===== src/rtl/riscv_pkg.sv =====
// Shared constants and the ID/EX bundle for the 5-stage RISC-V core.
package riscv_pkg;

  localparam int XLEN   = 32;
  localparam int REG_AW = 5;

  localparam logic [1:0] ALUOP_ADD   = 2'b00;
  localparam logic [1:0] ALUOP_SUB   = 2'b01;
  localparam logic [1:0] ALUOP_FUNCT = 2'b10;

  localparam logic [1:0] RES_ALU = 2'b00;
  localparam logic [1:0] RES_MEM = 2'b01;
  localparam logic [1:0] RES_PC4 = 2'b10;

  localparam logic [6:0] OP_R      = 7'b0110011;
  localparam logic [6:0] OP_I      = 7'b0010011;
  localparam logic [6:0] OP_LOAD   = 7'b0000011;
  localparam logic [6:0] OP_STORE  = 7'b0100011;
  localparam logic [6:0] OP_BRANCH = 7'b1100011;
  localparam logic [6:0] OP_JAL    = 7'b1101111;

  typedef struct packed {
    logic              valid;
    logic              reg_write;
    logic [1:0]        result_src;
    logic              mem_write;
    logic              jump;
    logic              branch;
    logic              alu_src;
    logic [1:0]        alu_op;
    logic [2:0]        funct3;
    logic [6:0]        funct7;
    logic [6:0]        op;
    logic [REG_AW-1:0] rs1;
    logic [REG_AW-1:0] rs2;
    logic [REG_AW-1:0] rd;
    logic [XLEN-1:0]   rd1;
    logic [XLEN-1:0]   rd2;
    logic [XLEN-1:0]   imm;
    logic [XLEN-1:0]   pc;
    logic [XLEN-1:0]   pc_plus4;
  } id_ex_t;

endpackage


===== src/rtl/load_use_detect.sv =====
// Load-use hazard compare between the load in EX and the sources in ID.
module load_use_detect
  import riscv_pkg::*;
#(
  parameter int REG_AW_P = REG_AW
) (
  input  logic              valid_e,
  input  logic [1:0]        result_src_e,
  input  logic [REG_AW_P-1:0] rd_e,
  input  logic [REG_AW_P-1:0] rs1_d,
  input  logic [REG_AW_P-1:0] rs2_d,
  output logic              lwstall
);

  logic is_load;
  logic rd_nz;
  logic hit;

  always_comb begin
    is_load = valid_e & (result_src_e == RES_MEM);
    rd_nz   = |rd_e;
    hit     = (rd_e == rs1_d) | (rd_e == rs2_d);
    lwstall = is_load & rd_nz & hit;
  end

endmodule


===== src/rtl/id_ex_stage.sv =====
// ID/EX pipeline register with load-use stall and branch/jump flush.
module id_ex_stage
  import riscv_pkg::*;
#(
  parameter int XLEN_P   = XLEN,
  parameter int REG_AW_P = REG_AW
) (
  input  logic                clk,
  input  logic                reset,
  input  logic                valid_d,
  input  logic                reg_write_d,
  input  logic [1:0]          result_src_d,
  input  logic                mem_write_d,
  input  logic                jump_d,
  input  logic                branch_d,
  input  logic                alu_src_d,
  input  logic [1:0]          alu_op_d,
  input  logic [2:0]          funct3_d,
  input  logic [6:0]          funct7_d,
  input  logic [6:0]          op_d,
  input  logic [REG_AW_P-1:0] rs1_d,
  input  logic [REG_AW_P-1:0] rs2_d,
  input  logic [REG_AW_P-1:0] rd_d,
  input  logic [XLEN_P-1:0]   rd1_d,
  input  logic [XLEN_P-1:0]   rd2_d,
  input  logic [XLEN_P-1:0]   imm_d,
  input  logic [XLEN_P-1:0]   pc_d,
  input  logic [XLEN_P-1:0]   pc_plus4_d,
  input  logic                flush_e_i,
  output logic                valid_e,
  output logic                reg_write_e,
  output logic [1:0]          result_src_e,
  output logic                mem_write_e,
  output logic                jump_e,
  output logic                branch_e,
  output logic                alu_src_e,
  output logic [1:0]          alu_op_e,
  output logic [2:0]          funct3_e,
  output logic [6:0]          funct7_e,
  output logic [6:0]          op_e,
  output logic [REG_AW_P-1:0] rs1_e,
  output logic [REG_AW_P-1:0] rs2_e,
  output logic [REG_AW_P-1:0] rd_e,
  output logic [XLEN_P-1:0]   rd1_e,
  output logic [XLEN_P-1:0]   rd2_e,
  output logic [XLEN_P-1:0]   imm_e,
  output logic [XLEN_P-1:0]   pc_e,
  output logic [XLEN_P-1:0]   pc_plus4_e,
  output logic                stall_f,
  output logic                stall_d,
  output logic                bubble_o
);

  id_ex_t ex_d;
  id_ex_t ex_q;
  logic   lwstall;

  load_use_detect #(.REG_AW_P(REG_AW_P)) u_lud (
    .valid_e      (ex_q.valid),
    .result_src_e (ex_q.result_src),
    .rd_e         (ex_q.rd),
    .rs1_d        (rs1_d),
    .rs2_d        (rs2_d),
    .lwstall      (lwstall)
  );

  // a flush kills the dependent instr, so no need to hold F/D
  always_comb begin
    stall_f  = lwstall & ~flush_e_i;
    stall_d  = lwstall & ~flush_e_i;
    bubble_o = lwstall | flush_e_i;
  end

  // bubbles only clear control; datapath fields are don't-care once invalid
  always_comb begin
    ex_d = ex_q;
    if (bubble_o) begin
      ex_d.valid      = 1'b0;
      ex_d.reg_write  = 1'b0;
      ex_d.mem_write  = 1'b0;
      ex_d.jump       = 1'b0;
      ex_d.branch     = 1'b0;
      ex_d.result_src = RES_ALU;
    end else begin
      ex_d.valid      = valid_d;
      ex_d.reg_write  = reg_write_d;
      ex_d.result_src = result_src_d;
      ex_d.mem_write  = mem_write_d;
      ex_d.jump       = jump_d;
      ex_d.branch     = branch_d;
      ex_d.alu_src    = alu_src_d;
      ex_d.alu_op     = alu_op_d;
      ex_d.funct3     = funct3_d;
      ex_d.funct7     = funct7_d;
      ex_d.op         = op_d;
      ex_d.rs1        = rs1_d;
      ex_d.rs2        = rs2_d;
      ex_d.rd         = rd_d;
      ex_d.rd1        = rd1_d;
      ex_d.rd2        = rd2_d;
      ex_d.imm        = imm_d;
      ex_d.pc         = pc_d;
      ex_d.pc_plus4   = pc_plus4_d;
    end
  end

  always_ff @(posedge clk or posedge reset) begin
    if (reset) ex_q <= '0;
    else       ex_q <= ex_d;
  end

  always_comb begin
    valid_e      = ex_q.valid;
    reg_write_e  = ex_q.reg_write;
    result_src_e = ex_q.result_src;
    mem_write_e  = ex_q.mem_write;
    jump_e       = ex_q.jump;
    branch_e     = ex_q.branch;
    alu_src_e    = ex_q.alu_src;
    alu_op_e     = ex_q.alu_op;
    funct3_e     = ex_q.funct3;
    funct7_e     = ex_q.funct7;
    op_e         = ex_q.op;
    rs1_e        = ex_q.rs1;
    rs2_e        = ex_q.rs2;
    rd_e         = ex_q.rd;
    rd1_e        = ex_q.rd1;
    rd2_e        = ex_q.rd2;
    imm_e        = ex_q.imm;
    pc_e         = ex_q.pc;
    pc_plus4_e   = ex_q.pc_plus4;
  end

endmodule


===== config.mk =====
export PLATFORM = sky130hd
export DESIGN_NAME = id_ex_stage
export DESIGN_NICKNAME = d
export VERILOG_FILES = /design/src/rtl/riscv_pkg.sv /design/src/rtl/load_use_detect.sv /design/src/rtl/id_ex_stage.sv
export SDC_FILE = /design/constraint.sdc
export NUM_CORES = 1
export LEC_CHECK = 0
export BUFFER_PORTS_ARGS = -buffer_cell sky130_fd_sc_hd__buf_2
export CORE_AREA = 4 4 157 159
export DETAILED_ROUTE_END_ITERATION = 16
export DIE_AREA = 0 0 161 163
export PLACE_DENSITY_LB_ADDON = 0.08
export SLEW_MARGIN = 20
export SYNTH_ARGS = -nofsm -noshare
export SYNTH_HDL_FRONTEND = slang
export SYNTH_HIERARCHICAL = 1
export SYNTH_SLANG_ARGS = --single-unit

===== constraint.sdc =====
create_clock -name clk -period 13 [get_ports clk]
set_clock_uncertainty 0.2 [all_clocks]
set_input_delay 2.6 -clock clk [delete_from_list [all_inputs] [get_ports clk]]
set_output_delay 2.6 -clock clk [all_outputs]
set_load 0.01 [all_outputs]

---- Word-level counts from Yosys, hierarchy flattened ----
Index checks and enable logic that the tools add are counted.
word-level totals
  register bits ........................... 202
  logic and storage cells ................. 31
  output and inout port bits .............. 205
  input bits .............................. 205
cells by class
  bitwise operators ....................... 7
  mux-type cells .......................... 1
  reductions and logical operators ........ 1
  equality and inequality tests ........... 3
operators by type and width
  operator                                                               number
  5-bit equality test                                                    2
  7-bit 2-to-1 mux                                                       1
  5-bit OR reduction                                                     1
  1-bit AND                                                              4
  2-bit by 1-bit equality test with 1-bit output, second input constant  1
  1-bit bitwise OR                                                       2
  1-bit NOT                                                              1

---- Logic depth before layout (Yosys ltp) ----
Gate-level depths: netlist of the first run.
  word-level depth ........................ 6
  gate-level depth with buffers ........... 9
  gate-level depth less buffers ........... 7

---- Cells and area by module ----
The synthesis of the first run kept the hierarchy.
by module, submodules not included
  module           area an instance (µm²)  times used  seq. area each (µm²)  cells each
  id_ex_stage      8,054.0                 1           5,054.8               430
  load_use_detect  132.6                   1           0.0                   19

---- Worst setup path after synthesis of the first run ----
OpenSTA, ideal clock, no wires.
  kind .................................... input to output
  from .................................... input port rs1_d[2]
  to ...................................... output port bubble_o
  path slack .............................. 6.468 ns
  required time ........................... 10.200 ns
  buffers on the path ..................... 2
  arrival ................................. 3.732 ns
  stages on the path ...................... 8
  path through ............................ xor2_1 > nor3_1 > nand3_1 > a21oi_1 > nor2_4 > inv_2 > buf_6 > buf_6
on the way
  cells in the longest elaborated chain, start to end .. 4
ends and longest elaborated chain
  item                 line                   RTL
  start, declared      id_ex_stage.sv:21      input logic [REG_AW_P-1:0] rs1_d,
  5-bit equality test  load_use_detect.sv:22  hit = (rd_e == rs1_d) | (rd_e == rs2_d);
  1-bit bitwise OR     load_use_detect.sv:22
  1-bit AND            load_use_detect.sv:23  lwstall = is_load & rd_nz & hit;
  named net lwstall    id_ex_stage.sv:56      logic lwstall;
  1-bit bitwise OR     id_ex_stage.sv:71      bubble_o = lwstall | flush_e_i;
  end, declared        id_ex_stage.sv:51      output logic bubble_o
The timed path passes the listed nets, and every way through them passes these cells.

---- Worst setup path in the final report of the first run ----
Ends and elaborated chain as after synthesis.

==> summary.txt, run 1 <==
Critical path
  – Cell family with most CP delay: buffers and inverters
  – CP max stage cell: inv_8
  – Crit-path max FO: 76
  – Cell mode on critical path: buf_2
  – Crit Reg-Reg Startpoint: rd_e[2]
  – Critical path endpoint category: primary output
  – Crit path kind: input pin to primary output
  – Reg2Reg Depth: 8
  – Worst reg2reg path endpoint: rd2_e[21]
  – WP data arrival: 4.49 ns
  – WP data required: 10.20 ns
  – Cell breakdown of the critical path: buf_2 > xor2_1 > nor3_1 > nand3_1 > a21oi_1 > nor2_4 > inv_8 > buf_2
  – Startpoint types: input pin
  – Crit-path max cell delay: 0.53 ns
  – R2R Setup Slk: 9.25 ns
  – CP bufs+invs: 3

Synthesis
  – Post-synth cell types: 20
  – #FFs+latches synth: 202
  – Synthesized area: 8190 sq um
  – Syn Area/Cell: 18.2 sq um
  – Syn. warnings: 6
  – Cells after Synth: 449
  – Post-Syn Nets: 654
  – Sequential share of the synthesized area: 61.7%

Clock network
  – Root buf cell: clkbuf_16
  – H-Tree Level Count: 1
  – CTS tree: done
  – Num CTS Buffers: 24
  – Post-CTS setup repair buffer count: 0
  – Cts hold-fix bufs: 0
  – Worst-Skew Late Latency: 0.50 ns
  – Clock Sinks: 202
  – Clock transition at path regs: 0.06 ns
  – Resize count post-CTS: 0
  – CTS max path bufs: 3

Finish
  – Storage cell area: 5050 sq um
  – Footprint of the multi-input gates: 2910 sq um
  – Design area: 11200 sq um
  – Final net count: 1070
  – Share of layout cells above drive strength 1: 73.5%
  – Filler cells: 2127
  – Synthesis-to-layout area growth: 37.3%
  – Core Util, Final: 48.3%

Die
  – Die W: 161 microns
  – Die area: 26200 sq um
  – Core ar.: 23300 sq um
  – Initial core utilization: 35.2%
  – Row count: 56
  – Number of top-level pins: 410
  – Die H: 163 microns

Power
  – Comb pwr share: 16.6%
  – P_int: 1.23 mW
  – Net Sw Frac: 25.2%
  – Part of the power in registers: 44.2%
  – Clock power share: 39.2%
  – Max VDD drop: 0.0902 mV
  – PD cells: 147 nW/um^2
  – Pleak: 5.84 nW
  – Net switching power: 0.416 mW

STA
  – Setup TNS: 0 ns
  – Fmax achieved: 137 MHz
  – Final min period: 7.29 ns
  – Max-slew headroom: 27.0%
  – Max-slew violations: 0
  – Final Hold Viols: 0
  – Setup violations, final: 0
  – Final Cycle Share: 56.1%
  – RSZ-0062 raised after global routing: no
  – Worst slew pin tran: 1.10 ns

Worst hold path
  – Hold path endpoint: rd1_e[18]
  – Hold_sp: rd1_e[18]
  – Hold path depth: 1
  – Hold crit path type: flop to flop

GRT
  – Largest net degree at the start of global routing: 127
  – First-pass GRT wire length: 34900 microns
  – Overall Global Routing Usage: 16.9%
  – Vias in the first global route: 5937
  – Initial antenna violation count: 7
  – Grt ovf: 0

Routing
  – Starting DRT DRC Count: 198
  – Drt pass-1 iters: 4
  – Via Count: 5359
  – Routed WL per cell: 19.3 microns
  – Vias per cell: 4.45
  – Drt total wl: 23200 microns
  – Post-route ant nets: 0
  – DRC: 0

Place
  – Routability congestion estimate: 0.804
  – DP Area: 10500 sq um
  – Hpwl dp: 17200 microns
  – Port bufs: 409

Outcome
  – Status: finished clean

Job
  – Max_cap viols: 0
==> cells by family (layout without fill, tap and decap cells) <==
kind of cell           count (synthesis)  in the layout  share of synthesized area [%]
AO/OA/AOI/OAI                          2              2                          0.122
XOR/XNOR                              10             10                           1.07
buffers and inverters                 24            457                           2.69
flip-flops                           202            202                           61.7
multiplexers                         195            195                           33.2
other                                  0              3                              0
AND/OR/NAND/NOR                       16             16                           1.18
==> routing by layer <==
metal | share of wire [%] | GRT usage [%] | vias up
li1 | - | - | 2387
met1 | 35 | 18.3 | 2662
met2 | 52 | 30.1 | 255
met3 | 10 | 6.99 | 47
met4 | 2.6 | 5.70 | 8
met5 | 0.26 | 0 | -
==> flip-flops by register name (all words and copies together), names as in the netlist, 2 cells and up <==
signal        flops
pc_plus4_e       32
funct3_e          3
result_src_e      2
imm_e            32
pc_e             32
rd2_e            32
rs1_e             5
alu_op_e          2
funct7_e          7
rs2_e             5
op_e              7
rd1_e            32
rd_e              5
==> area by class of cell <==
cell class              count  area share, %
diodes                      3         0.0668
clock buffers              37           6.59
clock inverters             6          0.289
inverters                   2          0.200
multi-input cells         223           25.9
flip-flops and latches    202           45.0
well taps                 319           3.55
repair buffers            412           18.4
==> power groups by stage <==
stage | Combinational [mW] | Clock (mW) | Sequential, mW
global placement | 0.276 | 0 | 0.737
global route | 0.294 | 0.702 | 0.736
detailed placement | 0.279 | 0 | 0.738
CTS | 0.280 | 0.671 | 0.729
finish | 0.274 | 0.646 | 0.729
floorplan | 0.124 | 0 | 0.767
==> worst max-delay path by stage <==
stage | from | cells past startpoint | slack [ns] | endpoint
global placement | rs1_d[2] | 8 | 5.76 | bubble_o
global route | rs1_d[2] | 8 | 5.62 | bubble_o
CTS | rs1_d[2] | 8 | 5.73 | bubble_o
finish | rs1_d[2] | 8 | 5.71 | bubble_o
detailed placement | rs1_d[2] | 8 | 5.74 | bubble_o
floorplan | reset | 1 | 4.69 | alu_op_e[0]
==> Yosys cell counts <==
cell	count	area, sq um
buf_4	1	7.51
nor2_4	1	11.3
a21oi_1	1	5.00
buf_2	5	25.0
o21ai_1	1	5.00
mux2_2	56	631
mux2_4	139	2090
inv_2	1	3.75
nor2b_1	1	6.26
xnor2_1	4	35.0
inv_1	1	3.75
nand2_1	1	3.75
nor3_1	2	10.0
dfrtp_1	202	5050
nor2_1	1	3.75
and2_1	7	43.8
buf_6	16	180
or4_1	1	7.51
xor2_1	6	52.6
nand3_1	2	10.0
==> cell usage in the layout (no fill, tap or decap), types with 2 or more instances in the layout <==
cell type,Yosys,routed
clkbuf_1,0,5
diode_2,0,3
nand3_1,2,2
buf_2,5,409
and2_1,7,7
mux2_2,56,56
mux2_4,139,139
clkbuf_8,0,7
inv_8,0,2
clkbuf_16,0,25
xor2_1,6,6
dfrtp_1,202,202
xnor2_1,4,4
nor3_1,2,2
clkinv_2,0,5
buf_4,1,2
==> metrics by stage <==
step,hold slack (ns),setup WS (ns),cells,power (mW)
after floorplan,0.350,4.69,449,0.891
after global placement,0.284,5.76,1158,1.01
after detailed placement,0.286,5.74,1158,1.02
after CTS,0.302,5.73,1201,1.68
after global routing,0.313,5.62,1204,1.73
final,0.296,5.71,1204,1.65
(Power assumes the default switching activity.)
==> run 2, diff against run 1 <==
- CORE_AREA: 4 4 157 159 -> 4 4 155 157
- DIE_AREA: 0 0 161 163 -> 0 0 159 161
- clock period: 13 -> 6.3 ns (I/O delays scaled with it)
==> summary.txt, run 2 (synthesis results as in run 1) <==
Outcome
  – Status: finished clean

Routing
  – Starting DRT DRC Count: 228 (+15%)
  – Routed WL per cell: 19.1 microns (-0.90%)
  – Post-route ant nets: 0 (unchanged)
  – Vias per cell: 4.52 (+1.6%)
  – Drt pass-1 iters: 4 (unchanged)
  – Via Count: 5268 (-1.7%)
  – Drt total wl: 22200 microns (-4.1%)
  – DRC: 0 (unchanged)

Critical path
  – WP data arrival: 2.94 ns (-1.55 ns)
  – Critical Path Start: rs1_d[0]
  – Crit-path max FO: 55 (-28%)
  – Crit-path max cell delay: 0.40 ns (-0.13 ns)
  – Cell family with most CP delay: buffers and inverters
  – CP bufs+invs: 3 (unchanged)
  – Crit Reg-Reg Startpoint: rd_e[0]
  – Cell mode on critical path: buf_2
  – R2R Setup Slk: 2.82 ns (-6.43 ns)
  – Startpoint types: input pin
  – WP data required: 4.84 ns (-5.36 ns)
  – Cell breakdown of the critical path: buf_2 > xor2_1 > nor3_1 > nand3_1 > a21oi_1 > nor2_4 > inv_8 > buf_2
  – Reg2Reg Depth: 8 (unchanged)
  – Crit path kind: input pin to primary output
  – Critical Path Stages: 8 (unchanged)
  – Critical path endpoint category: primary output
  – CP max stage cell: inv_8
  – Worst reg2reg path endpoint: rd1_e[1]

Place
  – Port bufs: 409 (unchanged)
  – Place WS: 1.88 ns (-3.86 ns)
  – Hpwl dp: 16300 microns (-5.0%)
  – DP Area: 10400 sq um (-0.20%)
  – Routability congestion estimate: 0.799 (-0.56%)

Die
  – Number of top-level pins: 410 (unchanged)
  – Core ar.: 22500 sq um (-3.3%)
  – Initial core utilization: 36.4% (+1.2 points)
  – Die H: 161 microns (-1.2%)
  – Die W: 159 microns (-1.2%)
  – Row count: 55 (-1.8%)
  – Die area: 25600 sq um (-2.5%)

Finish
  – Share of layout cells above drive strength 1: 73.3% (-0.15 points)
  – Core Util, Final: 49.7% (+1.4 points)
  – Synthesis-to-layout area growth: 36.6%
  – Final net count: 1069 (-0.093%)
  – Filler cells: 1993 (-6.3%)
  – Design area: 11200 sq um (-0.52%)
  – Commonest non-fill, non-tap cell in the layout: buf_2
  – Most frequent cells in the layout: buf_2, dfrtp_1, mux2_4

GRT
  – Met2 GRT Util: 29.4% (-0.66 points)
  – Met1 usage in global routing: 18.4% (+0.14 points)
  – Grt peak-use layer: met2
  – Initial antenna violation count: 4 (-3)
  – Overall Global Routing Usage: 16.6% (-0.28 points)
  – Vias in the first global route: 5980 (+0.72%)
  – First-pass GRT wire length: 34100 microns (-2.1%)
  – Largest net degree at the start of global routing: 143 (+13%)
  – Met3 Usage GRT: 6.20% (-0.79 points)
  – Grt ovf: 0 (unchanged)

STA
  – Max-slew headroom: 29.7% (+2.7 points)
  – Setup violations, final: 0 (unchanged)
  – Max-slew violations: 0 (unchanged)
  – Final min period: 4.40 ns
  – RSZ-0062 raised after global routing: no
  – Fmax achieved: 227 MHz
  – Final Hold Viols: 0 (unchanged)
  – Worst slew pin tran: 1.05 ns (-0.0412 ns)
  – Setup TNS: 0 ns (unchanged)
  – PnR worst setup slack: 1.90 ns (-3.81 ns)
  – Final Cycle Share: 69.9%

Clock network
  – Cts hold-fix bufs: 0 (unchanged)
  – Resize count post-CTS: 0 (unchanged)
  – Worst-Skew Late Latency: 0.49 ns (about the same)
  – CTS max path bufs: 3 (unchanged)
  – Clock transition at path regs: 0.06 ns (about the same)
  – CTS tree: done
  – H-Tree Level Count: 1 (unchanged)
  – Clock Sinks: 202 (unchanged)
  – Root buf cell: clkbuf_16
  – Post-CTS setup repair buffer count: 0 (unchanged)
  – Num CTS Buffers: 23 (-4.2%)

Power
  – Power Total: 3.37 mW (+100%)
  – Pleak: 5.82 nW (-0.29%)
  – PD cells: 301 nW/um^2 (+110%)
  – Max VDD drop: 0.167 mV (+86%)

Job
  – Max_cap viols: 0 (unchanged)

Worst hold path
  – Hold_sp: rd2_e[27]
  – Hold path endpoint: rd2_e[27]
  – Hold path depth: 1 (unchanged)
  – Hold crit path type: flop to flop
run 2: changes by cell type in the layout (fill, tap and decap cells not counted):
cell / before / now
inv_8: 2 / 1
clkbuf_8: 7 / 8
bufinv_16: 0 / 1
buf_4: 2 / 1
clkinv_2: 5 / 1
buf_6: 1 / 0
clkbuf_16: 25 / 23
buf_12: 0 / 2
run 2: stage by stage:
| stage | instances | hold WS, ns |
|---|---|---|
| finish | 1165 | 0.298 |
| global route | 1165 | 0.308 |
| CTS | 1162 | 0.302 |
| detailed placement | 1124 | 0.287 |
| global placement | 1124 | 0.284 |
| floorplan | 449 | 0.350 |
run 2: final cells by class:
| cell class | count | area (sq um) | share of cell area [%] |
|---|---|---|---|
| sequential | 202 | 5050 | 45.2 |
| tap | 285 | 357 | 3.19 |
| clock inverter | 2 | 35.0 | 0.313 |
| inverter | 2 | 18.8 | 0.168 |
| antenna | 3 | 7.51 | 0.0671 |
| clock buffer | 36 | 704 | 6.30 |
| timing repair buffer | 412 | 2090 | 18.7 |
| multi-input combinational | 223 | 2910 | 26.0 |
run 2: worst max path at each step:
| stage | end | slack (ns) |
|---|---|---|
| 2_1_floorplan | alu_op_e[0] | 2.22 |
| 3_5_place_dp | bubble_o | 1.88 |
| 5_1_grt | bubble_o | 1.70 |
| 6_report | bubble_o | 1.90 |
| 3_3_place_gp | bubble_o | 1.93 |
| 4_1_cts | bubble_o | 1.88 |
run 2: per-layer routing:
layer | share of wire (%) | routed length [microns]
met3 | 9.3 | 2080
met4 | 2.9 | 653
met5 | 0.054 | 12
met1 | 36 | 8010
met2 | 52 | 11500
run 2: power by group:
part	switching (mW)	internal [mW]
Clock	0.501	0.800
Sequential	0.0742	1.43
Combinational	0.252	0.312
Total	0.827	2.54
==> run 3, diff against run 2 <==
- clock period: 6.3 -> 3.9 ns (I/O delays scaled with it)
==> summary.txt, run 3 (synthesis results as in run 1) <==
Outcome
  – Status: finished clean

Clock network
  – Worst-Skew Late Latency: 0.49 ns (about the same)
  – Root buf cell: clkbuf_16
  – Cts hold-fix bufs: 0 (unchanged)
  – Clock transition at path regs: 0.06 ns (about the same)
  – Post-CTS setup repair buffer count: 0 (unchanged)
  – Clock Sinks: 202 (unchanged)
  – CTS tree: done
  – H-Tree Level Count: 1 (unchanged)
  – CTS max path bufs: 3 (unchanged)
  – Num CTS Buffers: 23 (unchanged)
  – Resize count post-CTS: 0 (unchanged)

Routing
  – Top routing layer in use: met4
  – Post-route ant nets: 0 (unchanged)
  – Metal-1 WL: 8190 microns (+2.2%)
  – Starting DRT DRC Count: 206 (-9.6%)
  – DRC: 0 (unchanged)
  – Via Count: 5312 (+0.84%)
  – Metal3 WL: 1880 microns (-9.3%)
  – Drt total wl: 22600 microns (+1.4%)
  – Drt pass-1 iters: 4 (unchanged)
  – Metal2 WL: 11700 microns (+1.5%)
  – Routed WL per cell: 19.3 microns (+1.0%)
  – Vias per cell: 4.54 (+0.40%)

Die
  – Number of top-level pins: 410 (unchanged)
  – Core ar.: 22500 sq um (unchanged)
  – Row count: 55 (unchanged)
  – Die area: 25600 sq um (unchanged)
  – Die W: 159 microns (unchanged)
  – Die H: 161 microns (unchanged)
  – Initial core utilization: 36.4% (unchanged)

Critical path
  – Worst reg2reg path endpoint: rd2_e[23]
  – R2R Setup Slk: 1.25 ns (-1.57 ns)
  – Critical path endpoint category: primary output
  – Crit path kind: flop to primary output
  – WP data required: 2.92 ns (-1.92 ns)
  – Crit-path max FO: 5 (-91%)
  – Startpoint types: flop
  – Reg2Reg Depth: 8 (unchanged)
  – WP data arrival: 2.21 ns (-0.73 ns)
  – Crit Reg-Reg Startpoint: rd_e[2]

Finish
  – Commonest non-fill, non-tap cell in the layout: buf_2
  – Synthesis-to-layout area growth: 36.8%
  – Storage cell area: 5050 sq um (unchanged)
  – Final net count: 1072 (+0.28%)
  – Core Util, Final: 49.8% (+0.067 points)
  – Design area: 11200 sq um (+0.13%)
  – Final non-filler cell total: 1170 (+0.43%)
  – Share of layout cells above drive strength 1: 73.4% (about the same)
  – Filler cells: 2011 (+0.90%)
  – Footprint of the multi-input gates: 2910 sq um (unchanged)
  – Most frequent cells in the layout: buf_2, dfrtp_1, mux2_4

GRT
  – Initial antenna violation count: 2 (-2)
  – First-pass GRT wire length: 34900 microns (+2.3%)
  – Largest net degree at the start of global routing: 120 (-16%)
  – Grt ovf: 0 (unchanged)
  – Overall Global Routing Usage: 16.9% (+0.25 points)
  – Vias in the first global route: 6072 (+1.5%)

STA
  – Final Cycle Share: 81.9%
  – Final Hold Viols: 0 (unchanged)
  – Fmax achieved: 313 MHz
  – Max-slew headroom: 49.3% (+20 points)
  – Final min period: 3.19 ns
  – Worst slew pin tran: 0.761 ns (-0.293 ns)
  – Setup violations, final: 0 (unchanged)
  – RSZ-0062 raised after global routing: no
  – Final hold slack: 0.265 ns (-0.0333 ns)
  – Max-slew violations: 0 (unchanged)
  – PnR worst setup slack: 0.706 ns (-1.19 ns)
  – Setup TNS: 0 ns (unchanged)

Place
  – Hpwl dp: 16800 microns (+2.8%)
  – DP Area: 10500 sq um (+0.34%)
  – Dpl cells: 1127 (+0.27%)
  – Routability congestion estimate: 0.785 (-1.9%)
  – Port bufs: 409 (unchanged)
  – Place WS: 0.779 ns (-1.10 ns)

Power
  – Power Total: 5.37 mW (+60%)
  – PD cells: 480 nW/um^2 (+59%)
  – Pleak: 5.83 nW (+0.24%)
  – Max VDD drop: 0.271 mV (+62%)

Worst hold path
  – Hold crit path type: input pin to asynchronous set/reset pin

Job
  – Max_cap viols: 0 (unchanged)
## run 3: cell types whose count changed in the layout (fill, tap and decap cells not counted), sizes merged
cell,change
buf,+3
inv,+2
clkinv,+3
bufinv,-1
clkbuf,-1
diode,-1
## run 3: metal layers
metal	vias up	global-route usage, %
met5	-	0
met4	0	5.84
met3	48	5.77
met2	251	31.0
met1	2617	18.2
li1	2396	-
## run 3: layout make-up
cell class | instances | area share (%)
flip-flops and latches | 202 | 45.1
well taps | 285 | 3.18
inverters | 2 | 0.168
clock buffers | 35 | 6.08
multi-input cells | 223 | 26.0
diodes | 2 | 0.0447
repair buffers | 415 | 19.1
clock inverters | 6 | 0.335
## run 3: how the worst max path moves through the flow
| stage | start | end | cells after the start |
|---|---|---|---|
| after floorplan | reset | alu_op_e[0] | 1 |
| after global placement | rs1_d[2] | stall_d | 7 |
| after detailed placement | rs1_d[2] | stall_d | 7 |
| after CTS | rd_e[0] | stall_d | 6 |
| after global routing | rd_e[0] | stall_f | 6 |
| final | rd_e[2] | stall_d | 6 |
## run 3: critical path, cell delays in order, from the launching register on
cell,delay (ns)
dfrtp_1,0.45
xor2_1,0.19
nor3_1,0.23
nand3_1,0.10
a21oi_1,0.30
nor2b_1,0.28
buf_2,0.18
## run 3: report_power, final
group          switching, mW  internal [mW]  leakage (nW)
clock                  0.826           1.20         0.358
combinational          0.412          0.504          3.10
sequential             0.118           2.31          2.37
